<file path="src/rtl/pipe_scoreboard.sv">
// pipe_scoreboard: hazard detection and forwarding selects beside the ID stage.
// Tracks in-flight destinations EX..WB; drives load-use stall and perf counters.
module pipe_scoreboard #(
    parameter int REG_ADDR_W = 5,
    parameter int NUM_SRC    = 2,
    parameter int DEPTH      = 3,
    parameter int LOAD_LAT   = 1,
    parameter int CNT_W      = 16,
    localparam int SEL_W     = $clog2(DEPTH + 1)
) (
    input  logic                          clk,
    input  logic                          reset,
    input  logic                          id_valid,
    input  logic [NUM_SRC*REG_ADDR_W-1:0] id_src_addr,
    input  logic [NUM_SRC-1:0]            id_src_used,
    input  logic [REG_ADDR_W-1:0]         id_dst,
    input  logic                          id_regwrite,
    input  logic                          id_memread,
    input  logic                          flush,
    input  logic                          stat_clr,
    output logic                          stall,
    output logic [NUM_SRC*SEL_W-1:0]      fwd_sel,
    output logic [CNT_W-1:0]              stall_cnt,
    output logic [CNT_W-1:0]              fwd_cnt
);

    typedef struct packed {
        logic                  v;
        logic [REG_ADDR_W-1:0] dst;
        logic                  rw;
        logic                  ld;
    } entry_t;

    entry_t                ent [DEPTH];
    logic [SEL_W-1:0]      sel [NUM_SRC];
    logic [NUM_SRC-1:0]    ld_hit;
    logic [REG_ADDR_W-1:0] src;
    logic                  take;
    logic                  fwd_any;

    // Scan oldest to youngest so the lowest matching index wins.
    always_comb begin
        src = '0;
        for (int k = 0; k < NUM_SRC; k++) begin
            sel[k]    = '0;
            ld_hit[k] = 1'b0;
            src       = id_src_addr[k*REG_ADDR_W +: REG_ADDR_W];
            for (int i = DEPTH - 1; i >= 0; i--) begin
                if (id_valid && id_src_used[k] && ent[i].v && ent[i].rw &&
                    ent[i].dst != '0 && ent[i].dst == src) begin
                    sel[k]    = SEL_W'(i + 1);
                    ld_hit[k] = ent[i].ld && (i < LOAD_LAT);
                end
            end
        end
    end

    for (genvar k = 0; k < NUM_SRC; k++) begin : g_pack
        assign fwd_sel[k*SEL_W +: SEL_W] = sel[k];
    end

    assign stall   = id_valid && !flush && (|ld_hit);
    assign take    = id_valid && !stall && !flush;
    assign fwd_any = |fwd_sel;

    always_ff @(posedge clk or negedge reset) begin
        if (!reset) begin
            for (int i = 0; i < DEPTH; i++) begin
                ent[i] <= '0;
            end
        end else begin
            for (int i = DEPTH - 1; i > 0; i--) begin
                ent[i] <= ent[i-1];
            end
            ent[0] <= take ? {1'b1, id_dst, id_regwrite, id_memread} : '0;
        end
    end

    always_ff @(posedge clk or negedge reset) begin
        if (!reset) begin
            stall_cnt <= '0;
            fwd_cnt   <= '0;
        end else if (stat_clr) begin
            stall_cnt <= '0;
            fwd_cnt   <= '0;
        end else begin
            if (stall && stall_cnt != '1) begin
                stall_cnt <= stall_cnt + 1'b1;
            end
            if (fwd_any && fwd_cnt != '1) begin
                fwd_cnt <= fwd_cnt + 1'b1;
            end
        end
    end

endmodule
</file>
<file path="config.mk">
export PLATFORM = sky130hd
export DESIGN_NAME = pipe_scoreboard
export DESIGN_NICKNAME = d
export VERILOG_FILES = /design/src/rtl/pipe_scoreboard.sv
export SDC_FILE = /design/constraint.sdc
export NUM_CORES = 1
export LEC_CHECK = 0
export ABC_AREA = 0
export BUFFER_PORTS_ARGS = -buffer_cell sky130_fd_sc_hd__clkbuf_2
export CAP_MARGIN = 0
export CORE_ASPECT_RATIO = 1.1
export CORE_MARGIN = 2
export CORE_UTILIZATION = 55
export DETAILED_ROUTE_END_ITERATION = 10
export PLACE_DENSITY = 0.79
export SYNTH_ARGS = -nofsm -noshare
export SYNTH_HDL_FRONTEND = slang
export SYNTH_SLANG_ARGS = --single-unit
export TNS_END_PERCENT = 10
</file>
<file path="constraint.sdc">
create_clock -name clk -period 4.2 [get_ports clk]
set_input_delay 0.84 -clock clk [delete_from_list [all_inputs] [get_ports clk]]
set_output_delay 0.84 -clock clk [all_outputs]
set_load 0.01 [all_outputs]
</file>
==> flow_summary.json, run 1 <==
{
  "status": "completed",
  "crit_arrival_ns": 2.58,
  "place_ws_ns": 0.7952,
  "cts_resized": 0,
  "critPathMaxFanout": 14,
  "wl_per_cell_um": 15.24,
  "grt_pass1_wl_um": 10010,
  "fp.dieH_um": 78.17,
  "numCtsBuffers": 5,
  "antenna_cells": 0,
  "fin_nets": 353,
  "maxCapViolations": 0,
  "cts_root_buf": "clkbuf_8",
  "routed_via_density": 5.715,
  "synth-edff-count": 0,
  "cts.sinks": 54,
  "grt_use_total_pct": 22.77,
  "ys_warn_count": 0,
  "first_pass_iters": 4,
  "fin_skew_ns": 0.006362,
  "rrSetupSlack_ns": 1.02,
  "maxSlewViolCount": 0,
  "power_density_nw_per_um2": 284.3,
  "synth_nets": 291,
  "synth_flop_cell": "dfrtp_1",
  "start_util_pct": 56.14,
  "grt_pass1_vias": 2141,
  "rsz0062_at_grt": "false",
  "portBuffers": 60,
  "required_ns": 3.36,
  "place.gp.congestion": 0.9193,
  "die_w_um": 71.42,
  "ys_seq_area_share_pct": 49.14,
  "drt_iter0_markers": 118,
  "ys_ff_latch": 54,
  "wl_um": 5881,
  "synth.distinct_cells": 33,
  "synthArstFlopShare_pct": 100.0,
  "cp-end-kind": "primary output",
  "start_kind": "input port",
  "clk_path_buf_depth": 2,
  "num_io_pins": 61,
  "cts_setup_buffers": 0,
  "area_growth_pct": 16.38,
  "num_vias": 2206,
  "fin_crit_ns": 3.421,
  "leakage_uw": 0.001466,
  "netlist_area_um2": 2750,
  "timing.slew.headroom_pct": 35.67,
  "crit_type": "input port to primary output",
  "worstMarginPinSlew_ns": 0.9569,
  "hold_buffers": 0,
  "drcViolationCount": 0,
  "drive_gt1_share_pct": 23.17,
  "finalSetupViolations": 0,
  "dieArea_um2": 5583,
  "coreArea_um2": 4898,
  "clk_latency_ns": 0.31,
  "finalSetupTns_ns": 0,
  "vdd_ir_drop_max_mv": 0.1972,
  "hpwl_um": 4368,
  "rows": 27,
  "max_freq_ghz": 0.2923,
  "ctsHtreeMaxLevel": 2,
  "whs_ns": 0.3893,
  "syn_inst": 265,
  "grt_max_degree": 35,
  "hold_class": "flop to flop",
  "period_share_pct": 81.45,
  "grt_antenna_before_repair": 0,
  "fin_ws_ns": 0.7792,
  "clk_pin_slew_ns": 0.09,
  "overflow": 0,
  "cts_tree": "done",
  "finalHoldViolations": 0,
  "ant_nets": 0,
  "syn_area_per_cell_um2": 10.38,
  "final_util_pct": 65.34
}
layout make-up:
cell class	instances	area [µm²]
multi-input cells	201	1351
well taps	58	72.57
clock buffers	6	82.58
inverters	3	11.26
clock inverters	2	16.27
fillers	397	1698
repair buffers	62	315.3
flip-flops and latches	54	1351
through the flow:
stage	area (µm²)	total power (µW)	instances
after floorplan	2750	578.2	265
after global placement	3102	612.9	378
after detailed placement	3102	612.9	378
after CTS	3201	920.2	386
after global routing	3201	944.6	386
final	3201	910.0	386
worst max-delay path: stages:
cell and delay [ns]:
clkbuf_2 0.12, xnor2_1 0.15, nand4_1 0.12, or4_1 0.64, and2_1 0.35, nor3_1 0.19
clkbuf_2 0.17
cells in the mapped netlist, types with 2 or more instances:
library cell / number / area (µm²)
nor2b_1: 3 / 18.77
nand2_1: 17 / 63.81
a211oi_1: 8 / 60.06
xnor2_1: 35 / 306.5
mux2i_1: 2 / 20.02
o211ai_1: 4 / 30.03
nand4_1: 18 / 112.6
and3_1: 7 / 43.79
xor2_1: 21 / 183.9
buf_2: 2 / 10.01
nand3_1: 6 / 30.03
ha_1: 2 / 25.02
or4_1: 4 / 30.03
a31o_2: 2 / 17.52
and2_1: 10 / 62.56
nor3_1: 2 / 10.01
clkbuf_1: 3 / 11.26
o21a_1: 2 / 15.01
nor4_1: 4 / 25.02
a2111oi_1: 2 / 20.02
a21oi_1: 4 / 20.02
and4_1: 3 / 26.28
inv_1: 3 / 11.26
nor2_1: 36 / 135.1
dfrtp_1: 54 / 1351
nand2b_1: 4 / 25.02
sequential cells by signal, indices dropped and copies added (netlist names):
| register | flops |
|---|---|
| stall_cnt | 16 |
| fwd_cnt | 16 |
| ent | 22 |
worst paths after layout:
check | from | end | depth (start not counted)
min in group asynchronous | reset | ent[22] | 1
worst max-delay path | id_src_addr[5] | stall | 7
worst min register to register | ent[23] | ent[15] | 0
worst max register to register | ent[11] | fwd_cnt[13] | 7
max in group asynchronous | reset | stall_cnt[15] | 2
worst min-delay path | ent[23] | ent[15] | 0
logic make-up after synthesis:
logic type	after synthesis	synth area share, %
and+or+nand+nor	116	22.07
xor gates and xnor gates	56	17.83
DFF	54	49.14
AOI/OAI and AO/OA	24	7.189
buffers and inverters	10	1.729
muxes	3	1.137
adders and majority gates	2	0.9098
power by group:
group          leakage (µW)  internal (µW)  switching (µW)
combinational      0.000677           28.0            36.3
sequential         0.000742            528            9.71
clock             0.0000478            136             172
total               0.00147            692             218
placed cells by master (no fill, tap or decap), types with 2 or more instances in the layout:
master     count
ha_1           2
nand2_1       17
dfrtp_1       54
nand3_1        6
nor2_1        36
o21a_1         2
a211oi_1       8
o211ai_1       4
and3_1         7
xnor2_1       35
nor3_1         2
nor2b_1        3
nand4_1       18
and4_1         3
xor2_1        21
mux2i_1        2
a2111oi_1      2
clkbuf_2      60
buf_4          2
or4_1          4
and2_1        10
inv_1          3
clkbuf_8       6
a21oi_1        4
nand2b_1       4
a31o_2         2
nor4_1         4
metal layers:
layer,global-route usage [%],routed length (µm),vias to the layer above,part of all wire (%)
met4,8.491,78,0,1.3
met1,31.81,2736,1086,47
li1,-,-,1043,-
met2,35.19,2757,67,47
met3,4.493,309,10,5.3
met5,0,0,-,0
No activity file was read; power rests on OpenSTA's default activity.
==> run 2, diff against run 1 <==
Settings changed: ABC_AREA 0 to 1, PLACE_DENSITY 0.79 to 0.77.
Clock period 4.2 ns to 3.6 ns, I/O delays scaled along.
==> run 2 against run 1 <==
  * Critical path depth rose by 3
  * Combinational power is 98% higher
  * Final area up 22%
  * Sequential cell count unchanged
  * Routed wire length up 41%
  * Sequential power up 19%
  * Final cell count is 58% higher
  * Largest cell class is now multi-input combinational cells
  * Register-to-register slack better by 0.45 ns
==> flow_summary.json, run 2 <==
{
  "synth_top_area_share_pct": 39.50,
  "rsz0062_at_grt": "false",
  "required_ns": 2.88,
  "antenna_cells": 0,
  "synth_nets": 496,
  "coreArea_um2": 6081,
  "first_pass_iters": 4,
  "period_share_pct": 74.15,
  "synth-edff-count": 0,
  "leakage_uw": 0.001998,
  "cp_slowest_cell": "clkbuf_2",
  "final_util_pct": 64.01,
  "rrSetupSlack_ns": 1.47,
  "ys_ff_latch": 54,
  "max_freq_ghz": 0.3746,
  "largest_reg_flops": 22,
  "area_growth_pct": 13.79,
  "r2r-start": "stall_cnt[0]",
  "ys_seq_area_share_pct": 39.50,
  "power_density_nw_per_um2": 304.3,
  "syn_area_per_cell_um2": 7.278,
  "clk_latency_ns": 0.31,
  "r2r_end": "stall_cnt[12]",
  "yosysTopAreaCell": "dfrtp_1",
  "reg.largest.list": "ent x22, fwd_cnt x16, stall_cnt x16",
  "fin_skew_ns": 0.01059,
  "fin_ws_ns": 0.9306,
  "maxSlewViolCount": 0,
  "clk_pin_slew_ns": 0.10,
  "cpMostUsedCell": "nand2_1",
  "crit_chain": "clkbuf_2, nand2_1, a21oi_1, nand2_1, nor2_1, nand2_1, o21ai_2, nand2_1, nor3_1, clkbuf_2",
  "synth.distinct_cells": 32,
  "layout_commonest_cell": "nand2_1",
  "portBuffers": 60,
  "ys_warn_count": 0,
  "hpwl_um": 6246,
  "crit_type": "input port to primary output",
  "crit_family": "simple AND/OR/NAND/NOR gates",
  "wl_per_cell_um": 13.61,
  "wl_um": 8304,
  "yosysMostFrequentCell": "nand2_1",
  "vdd_ir_drop_max_mv": 0.2594,
  "netlist_area_um2": 3421,
  "overflow": 0,
  "fillCellCount": 592,
  "crit_arrival_ns": 1.95,
  "start_util_pct": 56.26,
  "finalHoldViolations": 0,
  "hold_buffers": 0,
  "numCtsBuffers": 5,
  "worstMarginPinSlew_ns": 0.7018,
  "cp.depth": 10,
  "final_area_um2": 3892,
  "ant_nets": 0,
  "die_w_um": 79.20,
  "regMostFlops": "ent",
  "grt_pass1_vias": 3029,
  "place.gp.congestion": 1.007,
  "critPathMaxFanout": 4,
  "path_buf_inv": 2,
  "cts_tree": "done",
  "grt_max_degree": 44,
  "ctsHtreeMaxLevel": 2,
  "r2r_cells": 10,
  "finalSetupTns_ns": 0,
  "rows": 30,
  "status": "completed",
  "cts_setup_buffers": 0,
  "fin_nets": 555,
  "start_kind": "input port",
  "cts_root_buf": "clkbuf_8",
  "drcViolationCount": 0,
  "max_stage_delay_ns": 0.16,
  "setup.worst_path.start": "id_valid",
  "syn_inst": 470,
  "synth.cells.most_frequent": "nand2_1, nor2_1, dfrtp_1, inv_1, nand3_1",
  "cp-end-kind": "primary output",
  "grt_antenna_before_repair": 0,
  "finalSetupViolations": 0,
  "grt_use_total_pct": 25.83,
  "cts_resized": 0,
  "drive_gt1_share_pct": 16.42,
  "dieArea_um2": 6867,
  "routed_via_density": 5.359,
  "drt_iter0_markers": 235,
  "place_ws_ns": 0.9569,
  "num_vias": 3269,
  "synthArstFlopShare_pct": 100.0,
  "hold_class": "flop to flop",
  "fp.dieH_um": 86.72,
  "num_io_pins": 61,
  "timing.slew.headroom_pct": 53.21,
  "crit_path_end": "stall",
  "grt_pass1_wl_um": 14300,
  "synth_flop_cell": "dfrtp_1",
  "fin_crit_ns": 2.669,
  "dpl_cell_area_um2": 3780,
  "maxCapViolations": 0,
  "cts.sinks": 54,
  "yosys-top-cells-area": "dfrtp_1, nand2_1, nor2_1",
  "clk_path_buf_depth": 2,
  "final_cell_mix": "nand2_1, nor2_1, clkbuf_2, inv_1, dfrtp_1"
}
run 2: changes by cell type in the layout (fill, tap and decap cells not counted), sizes merged, moves of 7 or more:
cell / delta
nand3: +43
a211oi: -8
xnor2: -10
and3: -7
nor3: +14
nand4: +7
inv: +58
nor2: +33
o21ai: +13
nand2: +101
and2: -10
run 2: worst register-to-register path, cell delays in order, from the launching register on:
cell and delay [ns]:
dfrtp_1 0.48, ha_1 0.25, nand2_1 0.10, inv_2 0.06, nand2_1 0.08, nor3_1 0.17
nand3_1 0.15, nand4_4 0.20, nand2_2 0.29, nand2_1 0.16, o21ai_1 0.08
run 2: final cells by class:
type	instances	area (µm²)	share of cell area (%)
multi-input cells	344	1780	45.74
flip-flops and latches	54	1351	34.72
repair buffers	62	315.3	8.100
inverters	62	232.7	5.979
well taps	80	100.1	2.572
clock buffers	5	68.82	1.768
clock inverters	3	43.79	1.125
run 2: per-stage QoR:
step                hold slack [ns]  instances  total power (µW)
finish                       0.3842        610              1185
global route                 0.4001        610              1238
CTS                          0.3878        610              1194
detailed placement           0.3624        602             776.5
global placement             0.3555        602             775.0
floorplan                    0.3535        470             720.2
run 2: power breakdown:
part           leakage [µW]  total (µW)  internal (µW)  switching, µW
logic               0.00120         127           44.3           82.5
registers          0.000739         638            620           17.8
clock network     0.0000585         420            209            211
run 2: worst min-delay path by stage:
| stage | cells past startpoint | end | slack (ns) | start |
|---|---|---|---|---|
| final | 0 | ent[7] | 0.38 | ent[15] |
| after global routing | 0 | ent[7] | 0.40 | ent[15] |
| after CTS | 0 | ent[15] | 0.39 | ent[23] |
| after detailed placement | 0 | ent[15] | 0.36 | ent[23] |
| after global placement | 0 | ent[7] | 0.36 | ent[15] |
| after floorplan | 0 | ent[15] | 0.35 | ent[23] |
run 2: kinds of logic after synthesis:
kind of cell	share of synthesized area, %
XOR/XNOR	10.75
adder cells (fa/ha/maj)	0.7314
buffers and inverters	8.449
AO/OA/AOI/OAI	3.438
AND/OR/NAND/NOR	37.13
flip-flops	39.50
run 2: per-layer routing:
layer / share of wire (%) / up-vias / global-route usage [%]
met1: 45 / 1548 / 36.22
met3: 5.1 / 10 / 3.333
met2: 49 / 96 / 42.84
li1: - / 1615 / -
met5: 0 / - / 0
met4: 1.0 / 0 / 6.113
==> run 3, diff against run 2 <==
Settings changed: CORE_UTILIZATION 55 to 51, PLACE_DENSITY 0.77 to 0.75.
Clock period 3.6 ns to 2.2 ns, I/O delays scaled along.
==> run 3 against run 2 <==
  * Critical path depth shrank 5
  * Final area grew 3.9%
  * Critical endpoint is now fwd_sel[0]
  * Combinational power grew 86%
  * Setup slack lost 0.92 ns
  * Largest power group unchanged
==> flow_summary.json, run 3 (synthesis gave the netlist of run 2 again) <==
{
  "status": "completed",
  "setup.worst_path.start": "ent[14]",
  "start_kind": "flop",
  "cts.sinks": 54,
  "clk_pin_slew_ns": 0.10,
  "cts_tree": "done",
  "antenna_cells": 0,
  "hpwl_um": 6055,
  "grt_max_degree": 55,
  "drt_iter0_markers": 166,
  "coreArea_um2": 6555,
  "numCtsBuffers": 5,
  "wl_um": 8193,
  "first_pass_iters": 4,
  "fin_crit_ns": 2.188,
  "finalHoldViolations": 0,
  "fp.dieH_um": 89.90,
  "p_int_uw": 1366,
  "fin_nets": 566,
  "grt_pass1_wl_um": 13790,
  "p_seq_share_pct": 55.5,
  "cp-end-kind": "primary output",
  "largest_reg_flops": 22,
  "clk_path_buf_depth": 2,
  "overflow": 0,
  "power_frac_clock_pct": 31.9,
  "crit_chain": "xnor2_2, nand4_1, or3b_1, a21o_1, clkbuf_2",
  "drive_gt1_share_pct": 21.26,
  "ctsHtreeMaxLevel": 2,
  "switching_share_pct": 27.13,
  "area_growth_pct": 18.18,
  "portBuffers": 60,
  "hold_class": "input port to async pin",
  "rows": 31,
  "ant_nets": 0,
  "grt_antenna_before_repair": 0,
  "clk_latency_ns": 0.31,
  "p_sw_uw": 508.6,
  "dpl_cell_area_um2": 3817,
  "fillCellCount": 612,
  "comb_power_share_pct": 12.6,
  "regMostFlops": "ent",
  "critPathMaxFanout": 4,
  "power_density_nw_per_um2": 463.8,
  "routed_via_density": 5.279,
  "crit_type": "flop to primary output",
  "die_w_um": 82.09,
  "required_ns": 1.76,
  "cts_root_buf": "clkbuf_8",
  "max_freq_ghz": 0.4571,
  "final_cell_mix": "nand2_1, nor2_1, clkbuf_2, inv_1, dfrtp_1",
  "cp_slowest_cell": "dfrtp_2",
  "reg.largest.list": "ent x22, fwd_cnt x16, stall_cnt x16",
  "max_stage_delay_ns": 0.46,
  "finalSetupViolations": 0,
  "final_util_pct": 61.67,
  "wl_per_cell_um": 13.15,
  "vdd_ir_drop_max_mv": 0.2561,
  "grt_use_total_pct": 23.43,
  "period_share_pct": 99.44,
  "maxCapViolations": 0,
  "r2r-start": "fwd_cnt[0]",
  "leakage_uw": 0.002079,
  "rsz0062_at_grt": "true",
  "layout_commonest_cell": "nand2_1",
  "maxSlewViolCount": 0,
  "timing.slew.headroom_pct": 70.84,
  "num_io_pins": 61,
  "grt_pass1_vias": 3068,
  "fin_skew_ns": 0.01391,
  "num_vias": 3289,
  "whs_ns": 0.1011,
  "dieArea_um2": 7379,
  "drcViolationCount": 0,
  "crit_arrival_ns": 1.75,
  "worstMarginPinSlew_ns": 0.4358,
  "final_area_um2": 4043,
  "start_util_pct": 52.19,
  "place.gp.congestion": 0.9187
}
## run 3: cell count changes in the layout (fill, tap and decap cells not counted), moves of 2 or more
cell / before / now
inv_1: 54 / 52
inv_2: 7 / 9
xnor2_1: 25 / 20
dfrtp_2: 0 / 6
buf_4: 2 / 12
nand3_2: 2 / 4
buf_2: 0 / 2
nand2_1: 116 / 114
xnor2_2: 0 / 5
nand3_1: 47 / 45
clkbuf_2: 60 / 58
dfrtp_1: 54 / 48
## run 3: power groups by stage
stage	Clock, µW	Sequential [µW]	Combinational [µW]
floorplan	0	1060	121
global placement	0	1060	215
detailed placement	0	1060	218
CTS	612	1040	223
global route	653	1040	263
finish	599	1040	236
## run 3: critical path: cells and delay by family (launching register included)
family | cells | cell delay, ns
buf+inv | 1 | 0.12
compound gates | 1 | 0.17
flops | 1 | 0.46
simple gates | 2 | 0.51
xor+xnor | 1 | 0.19
## run 3: cell type report
cell class,instances,area [µm²],area share [%]
Tap cell,82,102.6,2.538
Inverter,62,232.7,5.757
Clock inverter,1,8.758,0.2167
Sequential cell,54,1359,33.61
Clock buffer,7,86.33,2.136
Timing Repair Buffer,73,410.4,10.15
Multi-Input combinational cell,344,1843,45.59
## run 3: per-stage QoR
| step | total power, µW | cells | setup TNS [ns] | setup slack (ns) |
|---|---|---|---|---|
| after floorplan | 1179 | 470 | 0 | 0.4218 |
| after global placement | 1273 | 607 | 0 | 0.1136 |
| after detailed placement | 1277 | 607 | 0 | 0.09352 |
| after CTS | 1876 | 618 | 0 | 0.001991 |
| after global routing | 1960 | 623 | -0.1106 | -0.04630 |
| final | 1875 | 623 | 0 | 0.01241 |
## run 3: routing by layer
metal  wire length, µm  GRT usage, %  share of wire (%)
met5                 0             0                  0
met4               189         8.194                2.3
met3               358         3.313                4.4
met2              4025         37.80                 49
met1              3620         31.83                 44
## run 3: worst paths after layout
kind | slack, ns | cells after the start | endpoint
worst max-delay path | 0.01 | 5 | fwd_sel[0]
worst min-delay path | 0.10 | 2 | ent[19]
worst max register to register | 0.19 | 9 | fwd_cnt[13]
worst min register to register | 0.37 | 0 | ent[9]
max in group asynchronous | 1.83 | 2 | ent[12]
min in group clk | 0.30 | 3 | ent[20]
## run 3: timing repair
action,CTS,global route
endpoints found under the setup margin,3,16
buffers inserted,3,5
gates resized for setup,6,15
hold buffers,0,0
pin swaps,1,3
